File: src/rtl/me_best_match_tracker_if.sv
// rtl/me_best_match_tracker_if.sv - PE array to best-match tracker bus
interface me_best_match_tracker_if #(
    parameter int NUM_PE = 16,
    parameter int DIST_W = 8,
    parameter int VEC_W  = 4
);
    logic                     start;
    logic [NUM_PE*DIST_W-1:0] peout;
    logic [NUM_PE-1:0]        peready;
    logic [VEC_W-1:0]         vectorx;
    logic [VEC_W-1:0]         vectory;
    logic [DIST_W-1:0]        bestdist;
    logic [VEC_W-1:0]         motionx;
    logic [VEC_W-1:0]         motiony;
    logic                     busy;
    logic                     done;
    logic                     proto_err;

    modport master (
        output start, peout, peready, vectorx, vectory,
        input  bestdist, motionx, motiony, busy, done, proto_err
    );

    modport slave (
        input  start, peout, peready, vectorx, vectory,
        output bestdist, motionx, motiony, busy, done, proto_err
    );
endinterface

File: src/rtl/me_best_match_tracker.sv
// rtl/me_best_match_tracker.sv - pipelined minimum-distortion tracker; ME_TIE_CENTER_EN enables centre-distance tie break
module me_best_match_tracker #(
    parameter int NUM_PE   = 16,
    parameter int DIST_W   = 8,
    parameter int VEC_W    = 4,
    parameter int NUM_CAND = 256
) (
    input  logic                    clock,
    input  logic                    reset,
    me_best_match_tracker_if.slave  bus
);
    localparam int CNT_W = $clog2(NUM_CAND + 1);

    typedef enum logic [1:0] {
        ST_IDLE   = 2'd0,
        ST_SEARCH = 2'd1,
        ST_DONE   = 2'd2
    } state_t;

    state_t              state;
    state_t              state_next;

    logic                s1_valid;
    logic [DIST_W-1:0]   s1_dist;
    logic [VEC_W-1:0]    s1_vx;
    logic [VEC_W-1:0]    s1_vy;

    logic [DIST_W-1:0]   best;
    logic [VEC_W-1:0]    best_x;
    logic [VEC_W-1:0]    best_y;
    logic [CNT_W-1:0]    cnt;
    logic [CNT_W-1:0]    cnt_next;
    logic                err;

    logic [DIST_W-1:0]   sel_dist;
    logic                any_ready;
    logic                multi_hot;
    logic                accept;
    logic                better;
    logic                start_search;

`ifdef ME_TIE_CENTER_EN
    logic                best_valid;

    function automatic logic [VEC_W:0] centre_dist(input logic [VEC_W-1:0] x,
                                                   input logic [VEC_W-1:0] y);
        logic [VEC_W:0] c;
        logic [VEC_W:0] ex;
        logic [VEC_W:0] ey;
        logic [VEC_W:0] ax;
        logic [VEC_W:0] ay;
        c  = (VEC_W+1)'(1) << (VEC_W - 1);
        ex = {1'b0, x};
        ey = {1'b0, y};
        ax = (ex >= c) ? (ex - c) : (c - ex);
        ay = (ey >= c) ? (ey - c) : (c - ey);
        return ax + ay;
    endfunction
`endif

    always_comb begin
        sel_dist = '0;
        for (int i = NUM_PE - 1; i >= 0; i--) begin
            if (bus.peready[i]) begin
                sel_dist = bus.peout[i*DIST_W +: DIST_W];
            end
        end
    end

    assign any_ready    = |bus.peready;
    assign multi_hot    = |(bus.peready & (bus.peready - NUM_PE'(1)));
    assign accept       = (state == ST_SEARCH) && s1_valid;
    assign cnt_next     = cnt + CNT_W'(1);
    assign start_search = (state != ST_SEARCH) && bus.start;

`ifdef ME_TIE_CENTER_EN
    assign better = (s1_dist < best) ||
                    ((s1_dist == best) && best_valid &&
                     (centre_dist(s1_vx, s1_vy) < centre_dist(best_x, best_y)));
`else
    assign better = (s1_dist < best);
`endif

    always_ff @(posedge clock) begin
        if (reset) begin
            state <= ST_IDLE;
        end else begin
            state <= state_next;
        end
    end

    always_comb begin
        state_next = state;
        case (state)
            ST_IDLE: begin
                if (bus.start) begin
                    state_next = ST_SEARCH;
                end
            end
            ST_SEARCH: begin
                if (accept && (cnt_next == CNT_W'(NUM_CAND))) begin
                    state_next = ST_DONE;
                end
            end
            ST_DONE: begin
                if (bus.start) begin
                    state_next = ST_SEARCH;
                end
            end
            default: begin
                state_next = ST_IDLE;
            end
        endcase
    end

    always_ff @(posedge clock) begin
        if (reset) begin
            s1_valid <= 1'b0;
            s1_dist  <= '0;
            s1_vx    <= '0;
            s1_vy    <= '0;
            best     <= '1;
            best_x   <= '0;
            best_y   <= '0;
            cnt      <= '0;
            err      <= 1'b0;
`ifdef ME_TIE_CENTER_EN
            best_valid <= 1'b0;
`endif
        end else if (start_search) begin
            s1_valid <= 1'b0;
            best     <= '1;
            best_x   <= '0;
            best_y   <= '0;
            cnt      <= '0;
            err      <= 1'b0;
`ifdef ME_TIE_CENTER_EN
            best_valid <= 1'b0;
`endif
        end else if (state == ST_SEARCH) begin
            s1_valid <= any_ready;
            if (any_ready) begin
                s1_dist <= sel_dist;
                s1_vx   <= bus.vectorx;
                s1_vy   <= bus.vectory;
            end
            if (multi_hot) begin
                err <= 1'b1;
            end
            if (accept) begin
                cnt <= cnt_next;
                if (better) begin
                    best   <= s1_dist;
                    best_x <= s1_vx;
                    best_y <= s1_vy;
`ifdef ME_TIE_CENTER_EN
                    best_valid <= 1'b1;
`endif
                end
            end
        end else begin
            s1_valid <= 1'b0;
        end
    end

    assign bus.bestdist  = best;
    assign bus.motionx   = best_x;
    assign bus.motiony   = best_y;
    assign bus.busy      = (state == ST_SEARCH);
    assign bus.done      = (state == ST_DONE);
    assign bus.proto_err = err;
endmodule

File: src/flat_wrapper.sv
// flat-port wrapper written by rule: the top's interface ports become plain ports
module me_best_match_tracker_flat 
#(
    parameter int NUM_PE   = 16,
    parameter int DIST_W   = 8,
    parameter int VEC_W    = 4,
    parameter int NUM_CAND = 256
)
  (clock, reset, bus_start, bus_peout, bus_peready, bus_vectorx, bus_vectory, bus_bestdist, bus_motionx, bus_motiony, bus_busy, bus_done, bus_proto_err);
  me_best_match_tracker_if #(.NUM_PE(NUM_PE), .DIST_W(DIST_W), .VEC_W(VEC_W)) bus_i ();
  input  logic clock;
  input  logic reset;
  input wire logic [$bits(bus_i.start)-1:0] bus_start;
  input wire logic [$bits(bus_i.peout)-1:0] bus_peout;
  input wire logic [$bits(bus_i.peready)-1:0] bus_peready;
  input wire logic [$bits(bus_i.vectorx)-1:0] bus_vectorx;
  input wire logic [$bits(bus_i.vectory)-1:0] bus_vectory;
  output wire logic [$bits(bus_i.bestdist)-1:0] bus_bestdist;
  output wire logic [$bits(bus_i.motionx)-1:0] bus_motionx;
  output wire logic [$bits(bus_i.motiony)-1:0] bus_motiony;
  output wire logic [$bits(bus_i.busy)-1:0] bus_busy;
  output wire logic [$bits(bus_i.done)-1:0] bus_done;
  output wire logic [$bits(bus_i.proto_err)-1:0] bus_proto_err;
  assign bus_i.start = bus_start;
  assign bus_i.peout = bus_peout;
  assign bus_i.peready = bus_peready;
  assign bus_i.vectorx = bus_vectorx;
  assign bus_i.vectory = bus_vectory;
  assign bus_bestdist = bus_i.bestdist;
  assign bus_motionx = bus_i.motionx;
  assign bus_motiony = bus_i.motiony;
  assign bus_busy = bus_i.busy;
  assign bus_done = bus_i.done;
  assign bus_proto_err = bus_i.proto_err;
  me_best_match_tracker #(.NUM_PE(NUM_PE), .DIST_W(DIST_W), .VEC_W(VEC_W), .NUM_CAND(NUM_CAND)) u_core (.clock(clock), .reset(reset), .bus(bus_i));
endmodule
File: config.mk
export PLATFORM = sky130hd
export DESIGN_NAME = me_best_match_tracker_flat
export DESIGN_NICKNAME = d
export VERILOG_FILES = /design/src/rtl/me_best_match_tracker_if.sv /design/src/rtl/me_best_match_tracker.sv /design/src/flat_wrapper.sv
export SDC_FILE = /design/constraint.sdc
export NUM_CORES = 1
export LEC_CHECK = 0
export BUFFER_PORTS_ARGS = -buffer_cell sky130_fd_sc_hd__buf_2
export CAP_MARGIN = 20
export CORE_ASPECT_RATIO = 1.75
export CORE_MARGIN = 2
export CORE_UTILIZATION = 50
export CTS_BUF_LIST = sky130_fd_sc_hd__clkbuf_4 sky130_fd_sc_hd__clkbuf_8
export CTS_CLUSTER_SIZE = 8
export DETAILED_ROUTE_END_ITERATION = 7
export GPL_ROUTABILITY_DRIVEN = 0
export MAX_ROUTING_LAYER = met4
export PLACE_DENSITY = 0.95
export SYNTH_ARGS = -nofsm -noshare
export SYNTH_HDL_FRONTEND = slang
export SYNTH_SLANG_ARGS = --single-unit
File: constraint.sdc
create_clock -name clock -period 4.9 [get_ports clock]
set_clock_uncertainty 0.15 [all_clocks]
set_input_delay 0.245 -clock clock [delete_from_list [all_inputs] [get_ports clock]]
set_output_delay 0.245 -clock clock [all_outputs]
set_load 0.03 [all_outputs]
=== After elaboration in Yosys (flattened, before gate mapping) ===
Cells that the tools add are included.

* Register bits after elaboration: 45
* Bits of input ports: 155

* Magnitude comparators: 1
* $add $sub $neg: 2
* Muxes and demuxes: 19
* Reduce and logical (&&, ||, !) cells: 14
* Bitwise gates (word level): 3
* Eq/ne operators: 6

{| class="wikitable"
|+ Operator list
! operator !! count
|-
| $mux 8 || 16
|-
| $reduce_or 16->1 || 2
|-
| $and 16x16->16 || 1
|-
| $sub 16x1->16 const B || 1
|-
| $add 9x1->9 const B || 1
|-
| $eq 9x9->1 const B || 1
|-
| $lt 8x8->1 || 1
|-
| $ne 2x1->1 const B || 3
|-
| $reduce_and 2->1 || 3
|-
| $reduce_and 3->1 || 2
|-
| $mux 2 || 2
|-
| $pmux 2 s2 || 1
|-
| $reduce_or 2->1 || 2
|-
| $logic_and 1x1->1 || 3
|-
| $reduce_or 3->1 || 1
|-
| $eq 2x1->1 const B || 1
|-
| $eq 2x2->1 const B || 1
|-
| $logic_not 2->1 || 1
|-
| $not 1->1 || 2
|}

=== Depth between registers and ports, before layout ===
Gate-level depths: netlist of the first run.

* Depth in word-level cells: 16
* Depth in mapped cells: 9

=== Worst setup path after synthesis of the first run ===
Ideal clock, no wire load.

* Kind: register to register
* Start: register u_core.best[1], in the netlist u_core.bus.bestdist[1]
* End: register u_core.best[2], in the netlist u_core.bus.bestdist[2]
* Arrival time: 1,965 ps
* Setup slack: 2,651 ps
* Stages on the path, launching flop included: 9
* Data required time: 4,616 ps
* Clock period less this slack: 2,249 ps
* Buffers on the path: 1
* Cells stage by stage: dfxtp_1 > inv_1 > ha_1 > a2111oi_0 > o21bai_1 > a41o_1 > clkbuf_1 > nor3_1 > a31oi_1

* Word-level cells in the longest chain between the ends: 2

{| class="wikitable"
|+ RTL lines
! what !! RTL line !! RTL
|-
| from (decl) || me_best_match_tracker.sv:28 || <nowiki>logic [DIST_W-1:0] best;</nowiki>
|-
| from (signal assigned) || me_best_match_tracker.sv:153 || <nowiki>best <= s1_dist;</nowiki>
|-
| $lt 8x8->1 || me_best_match_tracker.sv:81 || <nowiki>assign better = (s1_dist < best);</nowiki>
|-
| $reduce_and 3->1 (no line) || - ||
|}

No other way between the ends.
A chain may end at the register's enable or synchronous reset.

=== Worst setup path after layout of the first run ===
* Start: register u_core.best[1], in the netlist u_core.bus.bestdist[1]
* End: register u_core.best_y[3], in the netlist u_core.bus.motiony[3]

* Word-level cells in the longest chain between the ends: 2

{| class="wikitable"
|+ RTL lines
! what !! RTL line !! RTL
|-
| $lt 8x8->1 || me_best_match_tracker.sv:81 ||
|-
| $reduce_and 3->1 (no line) || - ||
|-
| to (signal assigned) || me_best_match_tracker.sv:155 || <nowiki>best_y <= s1_vy;</nowiki>
|-
| to (decl) || me_best_match_tracker.sv:30 || <nowiki>logic [VEC_W-1:0] best_y;</nowiki>
|}

No other way between the ends.

==> results of run 1 <==
==> cell type report <==
cell class	instances	area (sq um)
fill	533	2060
inverter	16	60.1
tap	80	100
multi-input combinational	328	2070
clock inverter	2	38.8
timing repair buffer	174	873
clock buffer	6	76.3
sequential	45	901
==> report_power, final <==
| group | switching, mW | internal, mW | total (mW) | leakage, nW |
|---|---|---|---|---|
| logic | 0.138 | 0.101 | 0.239 | 1.42 |
| registers | 0.0121 | 0.383 | 0.395 | 0.367 |
| clock network | 0.125 | 0.159 | 0.284 | 0.0588 |
| total | 0.275 | 0.642 | 0.917 | 1.85 |
==> cells in the final DEF, fill, tap and decap left out, drive strengths merged, types with 3 or more instances in the layout <==
master / synthesis / final
nand2: 53 / 53
a21o: 4 / 4
o22ai: 12 / 12
o31a: 6 / 6
xor2: 8 / 8
a31oi: 13 / 13
nor2b: 8 / 8
o2111ai: 7 / 7
a211oi: 11 / 11
a221oi: 22 / 22
inv: 15 / 15
dfxtp: 45 / 45
a22o: 4 / 4
o31ai: 3 / 3
ha: 9 / 9
a221o: 5 / 5
o221ai: 4 / 4
nor3: 15 / 15
xnor2: 3 / 3
or2: 7 / 7
nand3: 12 / 12
nor2: 33 / 33
buf: 4 / 174
nand2b: 6 / 6
a21oi: 21 / 21
a311oi: 4 / 4
o21ai: 32 / 32
nand4: 4 / 4
clkbuf: 25 / 6
==> cell usage after synthesis, drive strengths merged (9+ instances only) <==
cell type   n
nor3       15
inv        15
a31oi      13
nand2      53
o22ai      12
a21oi      21
dfxtp      45
nor2       33
ha          9
clkbuf     25
a211oi     11
nand3      12
a221oi     22
o21ai      32
==> registers in the layout, indices dropped and copies added, names as in the netlist <==
| name | count |
|---|---|
| u_core.bus.motiony | 4 |
| u_core.s1_vx | 4 |
| u_core.bus.proto_err | 1 |
| u_core.cnt | 9 |
| u_core.bus.bestdist | 8 |
| u_core.bus.motionx | 4 |
| u_core.s1_dist | 8 |
| u_core.s1_vy | 4 |
| u_core.s1_valid | 1 |
| u_core.state | 2 |
==> worst paths after layout <==
path | start | slack [ns] | endpoint
worst min-delay path | bus_vectory[3] | 0.03 | u_core.s1_vy[3]$_SDFFE_PP0P_
worst max register to register | u_core.bus.bestdist[1]$_SDFFE_PP1P_ | 2.53 | u_core.bus.motiony[3]$_SDFFE_PP0P_
worst max-delay path | u_core.bus.bestdist[1]$_SDFFE_PP1P_ | 2.53 | u_core.bus.motiony[3]$_SDFFE_PP0P_
worst min register to register | u_core.s1_vy[2]$_SDFFE_PP0P_ | 0.31 | u_core.s1_vy[2]$_SDFFE_PP0P_
==> stage by stage <==
step,hold WS (ns),power (mW),instance area [sq um]
2_1_floorplan,0.223,0.536,3170
3_3_place_gp,0.293,0.629,4000
3_5_place_dp,0.297,0.636,4000
4_1_cts,0.0327,0.913,4120
5_1_grt,0.0556,0.950,4120
6_report,0.0342,0.917,4120
==> cell families after synthesis <==
logic type,Yosys count
flip-flops,45
AND/OR/NAND/NOR,148
AO/OA/AOI/OAI,159
XOR/XNOR,11
buffers and inverters,45
adder cells (fa/ha/maj),10
==> per-layer routing <==
layer / vias to the layer above / GRT usage [%] / wire length (microns)
met1: 1788 / 32.5 / 3860
li1: 1882 / - / -
met2: 257 / 58.6 / 5890
met4: 0 / 17.3 / 623
met5: - / - / 0
met3: 54 / 2.89 / 776
==> critical path, stage by stage (launching register included) <==
cell,delay [ns]
dfxtp_1,0.33
inv_1,0.06
ha_1,0.29
a2111oi_0,0.35
o21bai_1,0.13
a41o_1,0.56
nand3_1,0.22
o21ai_0,0.12
==> impl_metrics.tcl, run 1 <==
set metrics [dict create \
    synth.top_cell.area_share_pct 28.5 \
    die_x_microns 64.1 \
    slew_headroom_pct 40.2 \
    dp_slack_ns 2.33 \
    ys_async_sr_fraction_pct 0 \
    hold_viol 0 \
    yosysWarnings 0 \
    cts_buffers 5 \
    final.setup.tns_ns 0 \
    fmax_mhz 422 \
    portBuffers 173 \
    cts.clk_slew.worst_paths_ns 0.09 \
    die-area_sq_um 7010 \
    vias 3981 \
    synth_adder_area_share_pct 3.87 \
    fin_crit_sh_pct 48.4 \
    cts_hold_buf 0 \
    worst-path-max-fanout 32 \
    synth_area_leaders "dfxtp_1 (28%), nand2_1 (6.2%), a221oi_1 (6.1%)" \
    synthMuxAreaShare_pct 0 \
    start_kind "flop" \
    dp_cells 643 \
    yosys.area.top_type "dfxtp_1" \
    post-route-drc-count 0 \
    drtIter0Drc 296 \
    num_antenna_cells 0 \
    grt_pass1_wl_microns 17100 \
    hold_path_depth 3 \
    drt_first_pass_iters 6 \
    worstMarginPinSlew_ns 0.896 \
    post-cts-setup-buffer-count 0 \
    setup_violations 0 \
    grt_pass1_vias 3740 \
    rsz0062_at_grt "false" \
    synth_seq_cells 45 \
    clk_latency_ns 0.30 \
    final.setup.worst_slack_ns 2.53 \
    vdd_drop_max_mv 0.119 \
    min_period_ns 2.37 \
    yosys.area_share.simple_pct 22.3 \
    cts_tree "done" \
    antenna_found_initial 0 \
    cts.path.max_buffers 2 \
    postSynthCellCount 418 \
    maxCapViolations 0 \
    syn_area_sq_um 3170 \
    synth_top_family_by_area "compound AO/OA/AOI/OAI gates" \
    start_util_pct 51.2 \
    final_core_utilization_pct 66.6 \
    crit_arrival_ns 2.36 \
    synth.distinct_cells 53 \
    layout.nets 734 \
    grt.overflow.total 0 \
    power.leakage_nw 1.85 \
    post-dp-hpwl_microns 8950 \
    drive_above_1_share_pct 34.5 \
    status "finished, final reports clean" \
    drv_slew 0 \
    grt_max_degree 33 \
    crit_required_ns 4.89 \
    hp-class "input pin to flop" \
    num_rows 38 \
    power.density_nw_per_um2 223 \
    area_delta_synth_final_pct 30.1 \
    wire_per_inst_microns 17.1 \
    synth_compound_area_share_pct 36.1 \
    ios 174 \
    synth-xor-area-share_pct 3.04 \
    drt_wl_total_microns 11100 \
    synth_enable_flop_cells 0 \
    chipHeight_microns 109 \
    htreeDepth 2 \
    core-area_sq_um 6180 \
    syn-num-nets 582 \
    cts_repair_resize_count 0 \
    worst_setup_path_end_kind "flop" \
    reg2reg_depth 7 \
    track_usage_pct 31.7 \
    avgSynthCellArea_sq_um 7.57 \
    viasPerCell 6.12 \
    clock-sinks 45 \
    layout.cells.non_filler 651 \
    root_buffer "clkbuf_8" \
    yosysSeqAreaShare_pct 28.5 \
    synthFlopType "dfxtp_1" \
    critPathKind "flop to flop" \
    ant_nets 0 \
]
Power figures use the tool's default switching activity.
==> inputs of run 2 (changes only) <==
- CORE_UTILIZATION: 50 -> 46
- PLACE_DENSITY: 0.95 -> 0.93
- clock period: 4.9 -> 2.3 ns (I/O delays scaled with it)
==> run 2 against run 1 <==
Total power is 110% higher. Cell count increased by 4.0%. First-iteration DRC count rose by 37%. Maximum frequency up 7.0%. Combinational power is 130% higher. Final area up 4.0%. Wire length is 7.7% higher. Sequential cell count unchanged. Non-clock buffer count grew 20.
==> impl_metrics.tcl, run 2 (synthesized netlist as in run 1, its figures left out) <==
set metrics [dict create \
    status "finished, final reports clean" \
    dp_cells 657 \
    hp-class "input pin to flop" \
    final_area_sq_um 4280 \
    p_sw_mw 0.604 \
    rsz0062_at_grt "false" \
    critPathKind "flop to flop" \
    power.share.sequential_pct 44.7 \
    cp_slowest_stage_delay_ns 0.39 \
    post-route-drc-count 0 \
    n_fill_cell 599 \
    drt_first_pass_iters 7 \
    switching_share_pct 32.1 \
    cts_tree "done" \
    critPathSlowestCell "a2111oi_0" \
    cts.clk_slew.worst_paths_ns 0.08 \
    core-area_sq_um 6760 \
    start_kind "flop" \
    viasPerCell 6.12 \
    critPathBufInv 2 \
    path_cells "inv_1 > ha_1 > a2111oi_0 > o21bai_1 > a41o_1 > buf_4 > nand3_1 > o21ai_0" \
    worst-path-max-fanout 32 \
    regMostFlops "u_core.cnt" \
    start_util_pct 46.9 \
    power.internal_mw 1.28 \
    clockPowerShare_pct 26.5 \
    worst_setup_path_end_kind "flop" \
    clock-sinks 45 \
    ant_nets 0 \
    post-dp-hpwl_microns 9610 \
    fmax_mhz 451 \
    clk_latency_ns 0.31 \
    drtIter0Drc 405 \
    post-cts-setup-buffer-count 0 \
    layout_common_cells "buf_2 (173), nand2_1 (52), dfxtp_1 (45)" \
    largest_register_ffs 9 \
    crit_required_ns 2.32 \
    min_period_ns 2.22 \
    layout.cells.non_filler 677 \
    area_delta_synth_final_pct 35.3 \
    die_x_microns 66.7 \
    vias 4146 \
    final_core_utilization_pct 63.4 \
    slew_headroom_pct 49.2 \
    drive_above_1_share_pct 35.2 \
    power.density_nw_per_um2 440 \
    cts_buffers 5 \
    fin_crit_sh_pct 96.4 \
    crit_arrival_ns 2.24 \
    grt.overflow.total 0 \
    grt_pass1_wl_microns 18300 \
    die-area_sq_um 7590 \
    track_usage_pct 32.1 \
    portBuffers 173 \
    final.setup.worst_slack_ns 0.0824 \
    grt_max_degree 33 \
    placedInstanceArea_sq_um 4090 \
    dp_slack_ns -0.106 \
    fin_worst_hold_slack_ns 0.0377 \
    htreeDepth 2 \
    drt_wl_total_microns 12000 \
    maxCapViolations 0 \
    drv_slew 0 \
    antenna_found_initial 2 \
    power.leakage_nw 1.92 \
    grt_pass1_vias 4003 \
    p_comb_share_pct 28.8 \
    chipHeight_microns 114 \
    worstMarginPinSlew_ns 0.762 \
    ios 174 \
    vdd_drop_max_mv 0.218 \
    wire_per_inst_microns 17.7 \
    cts.path.max_buffers 2 \
    layout.nets 754 \
    final_common_cell "buf_2" \
    root_buffer "clkbuf_8" \
    hold_viol 0 \
    critical_path.top_delay_family "compound AO/OA/AOI/OAI gates" \
    setup_violations 0 \
    num_rows 40 \
]
==> run 2: what timing repair did <==
action / CTS / global route
setup endpoints to repair: 0 / 1
endpoints found under the hold margin: 10 / 0
hold buffers: 10 / 0
resized for setup: 0 / 1
==> run 2: stage by stage <==
step	total power, mW	TNS, ns
finish	1.88	0
global route	1.97	0
CTS	1.87	0
detailed placement	1.37	-0.361
global placement	1.35	0
floorplan	1.14	0
==> run 2: area by class of cell <==
| class | instances | area (sq um) | area share [%] |
|---|---|---|---|
| antenna | 2 | 5.00 | 0.117 |
| clock buffer | 6 | 76.3 | 1.78 |
| clock inverter | 2 | 15.0 | 0.351 |
| inverter | 16 | 60.1 | 1.40 |
| multi-input combinational | 328 | 2070 | 48.4 |
| sequential | 45 | 901 | 21.0 |
| tap | 84 | 105 | 2.45 |
| timing repair buffer | 194 | 1050 | 24.5 |
==> run 2: worst register-to-register path: cells and delay by family (launching register included) <==
family          cells  cell delay (ns)
compound gates      4             0.90
simple gates        1             0.15
fa+ha+maj           1             0.28
buf+inv             2             0.29
flops               1             0.33
==> run 2: power by group through the flow <==
stage | Combinational (mW) | Sequential (mW) | Clock (mW)
after floorplan | 0.277 | 0.865 | 0
after global placement | 0.495 | 0.858 | 0
after detailed placement | 0.514 | 0.859 | 0
after CTS | 0.529 | 0.841 | 0.500
after global routing | 0.585 | 0.846 | 0.536
final | 0.542 | 0.842 | 0.499
==> run 2: final timing paths <==
path                                                          start                                 end  slack (ns)  cells past startpoint
worst min register to register         u_core.s1_vy[3]$_SDFFE_PP0P_        u_core.s1_vy[3]$_SDFFE_PP0P_        0.31                      2
worst max-delay path            u_core.bus.bestdist[1]$_SDFFE_PP1P_  u_core.bus.motiony[1]$_SDFFE_PP0P_        0.08                      8
worst max register to register  u_core.bus.bestdist[1]$_SDFFE_PP1P_  u_core.bus.motiony[1]$_SDFFE_PP0P_        0.08                      8
worst min-delay path                                  bus_peout[55]      u_core.s1_dist[7]$_SDFFE_PP0P_        0.04                      3
==> run 2: layer usage <==
metal  vias up  part of all wire (%)  global-route usage, %
li1       1933                     -                      -
met1      1895                    35                   32.9
met2       262                    50                   55.5
met3        56                   8.6                   5.03
met4         0                   6.2                   19.7
met5         -                     0                      -
==> inputs of run 3 (changes only) <==
- PLACE_DENSITY: 0.93 -> default
- PLACE_DENSITY_LB_ADDON: default -> 0.25
==> run 3 against run 2 <==
Sequential cell count unchanged. Register-to-register slack improved by 0.06 ns. Clock-buffer cell count increased by 1. Cell count unchanged. Sequential power about the same. Die area unchanged. Largest cell class unchanged.
==> impl_metrics.tcl, run 3 (synthesized netlist as in run 1, its figures left out) <==
set metrics [dict create \
    cts_tree "done" \
    layout_common_cells "buf_2 (173), nand2_1 (52), dfxtp_1 (45)" \
    start_kind "input pin" \
    post-dp-hpwl_microns 9240 \
    fin_crit_sh_pct 95.2 \
    slew_headroom_pct 51.3 \
    drive_above_1_share_pct 35.8 \
    worst-path-max-fanout 7 \
    dp_slack_ns -0.0841 \
    num_rows 40 \
    clk_latency_ns 0.30 \
    n_fill_cell 647 \
    power.leakage_nw 1.95 \
    post-cts-setup-buffer-count 0 \
    crit_cells 8 \
    rsz0062_at_grt "false" \
    placedInstanceArea_sq_um 4100 \
    clock-sinks 45 \
    drt_wl_total_microns 11300 \
    maxCapViolations 0 \
    drv_slew 0 \
    multi_input_area_sq_um 2080 \
    final.setup.worst_slack_ns 0.110 \
    drt_first_pass_iters 4 \
    htreeDepth 2 \
    core-area_sq_um 6760 \
    crit_arrival_ns 2.25 \
    worstMarginPinSlew_ns 0.731 \
    grt_pass1_wl_microns 17500 \
    wire_per_inst_microns 16.7 \
    hp-class "input pin to flop" \
    portBuffers 173 \
    vdd_drop_max_mv 0.241 \
    ios 174 \
    hold_viol 0 \
    grt.overflow.total 0 \
    critical_path.top_delay_family "compound AO/OA/AOI/OAI gates" \
    largest_register_ffs 9 \
    post-route-drc-count 0 \
    drtIter0Drc 262 \
    chipHeight_microns 114 \
    vias 4037 \
    reg2reg_depth 8 \
    critPathBufInv 2 \
    critPathKind "input pin to flop" \
    path_cells "dlygate4sd3_1 > buf_2 > nand2b_1 > o22ai_1 > o31a_1 > o21ai_0 > o2111ai_1 > a311oi_2" \
    power.density_nw_per_um2 463 \
    hold_path_depth 3 \
    antenna_found_initial 1 \
    crit_required_ns 2.36 \
    viasPerCell 5.96 \
    cts.path.max_buffers 2 \
    grt_pass1_vias 3842 \
    track_usage_pct 30.6 \
    critPathSlowestCell "dlygate4sd3_1" \
    setup_violations 0 \
    root_buffer "clkbuf_8" \
    die-area_sq_um 7590 \
    final_common_cell "buf_2" \
    cts_buffers 5 \
    area_delta_synth_final_pct 36.6 \
    ant_nets 0 \
    regMostFlops "u_core.cnt" \
    worst_setup_path_end_kind "flop" \
    final.setup.tns_ns 0 \
    cts.clk_slew.worst_paths_ns 0.08 \
    cp_slowest_stage_delay_ns 0.53 \
    final_core_utilization_pct 64.0 \
    status "finished, final reports clean" \
    fin_worst_hold_slack_ns 0.0207 \
    start_util_pct 46.9 \
    die_x_microns 66.7 \
    layout.nets 755 \
    grt_max_degree 33 \
    fmax_mhz 457 \
    ff_latch_area_sq_um 901 \
    min_period_ns 2.19 \
    final_area_sq_um 4330 \
]
run 3: cell types whose count changed in the layout (fill, tap and decap cells not counted), sizes merged:
| cell | change |
|---|---|
| clkinvlp | -2 |
| dlygate4sd3 | -1 |
| bufinv | +1 |
| diode | -1 |
| clkbuf | +1 |
| buf | +2 |
run 3: worst register-to-register path: cells and delay by family, from the launching register on:
kind / cells / cell delay (ns)
flip-flops: 1 / 0.35
AO/OA/AOI/OAI: 4 / 0.71
adder cells (fa/ha/maj): 1 / 0.32
AND/OR/NAND/NOR: 1 / 0.21
buffers and inverters: 2 / 0.29
run 3: worst paths after layout:
| path | slack [ns] | startpoint | to |
|---|---|---|---|
| worst max register to register | 0.14 | u_core.bus.bestdist[6]$_SDFFE_PP1P_ | u_core.bus.bestdist[2]$_SDFFE_PP1P_ |
| worst min register to register | 0.31 | u_core.s1_vx[0]$_SDFFE_PP0P_ | u_core.bus.motionx[0]$_SDFFE_PP0P_ |
| worst max-delay path | 0.11 | bus_peready[13] | u_core.s1_dist[3]$_SDFFE_PP0P_ |
| worst min-delay path | 0.02 | bus_start | u_core.state[1]$_SDFFE_PP0P_ |
run 3: layout make-up:
type	count	share of cell area, %
antenna	1	0.0579
timing repair buffer	195	24.4
inverter	16	1.39
sequential	45	20.8
clock buffer	7	2.08
tap	84	2.43
clock inverter	1	0.694
multi-input combinational	328	48.2
run 3: what timing repair did:
item / in CTS / in global routing
hold buffers: 9 / 0
endpoints found under the hold margin: 9 / 0
resized for setup: 0 / 4
endpoints found under the setup margin: 0 / 7
run 3: layer usage:
layer / track usage (%) / up-vias / share of wire (%)
li1: - / 1927 / -
met1: 32.9 / 1837 / 35
met2: 51.7 / 226 / 52
met3: 3.75 / 47 / 7.1
met4: 19.2 / 0 / 5.8
met5: - / - / 0
run 3: stage by stage:
| stage | power (mW) | instances |
|---|---|---|
| floorplan | 1.14 | 418 |
| global placement | 1.36 | 659 |
| detailed placement | 1.38 | 659 |
| CTS | 2.01 | 676 |
| global route | 2.11 | 677 |
| finish | 2.00 | 677 |
run 3: report_power, final:
group	switching (mW)	leakage, nW	internal [mW]	total, mW
combinational	0.299	1.52	0.241	0.541
sequential	0.0252	0.367	0.815	0.840
clock	0.258	0.0619	0.366	0.623
total	0.582	1.95	1.42	2.00
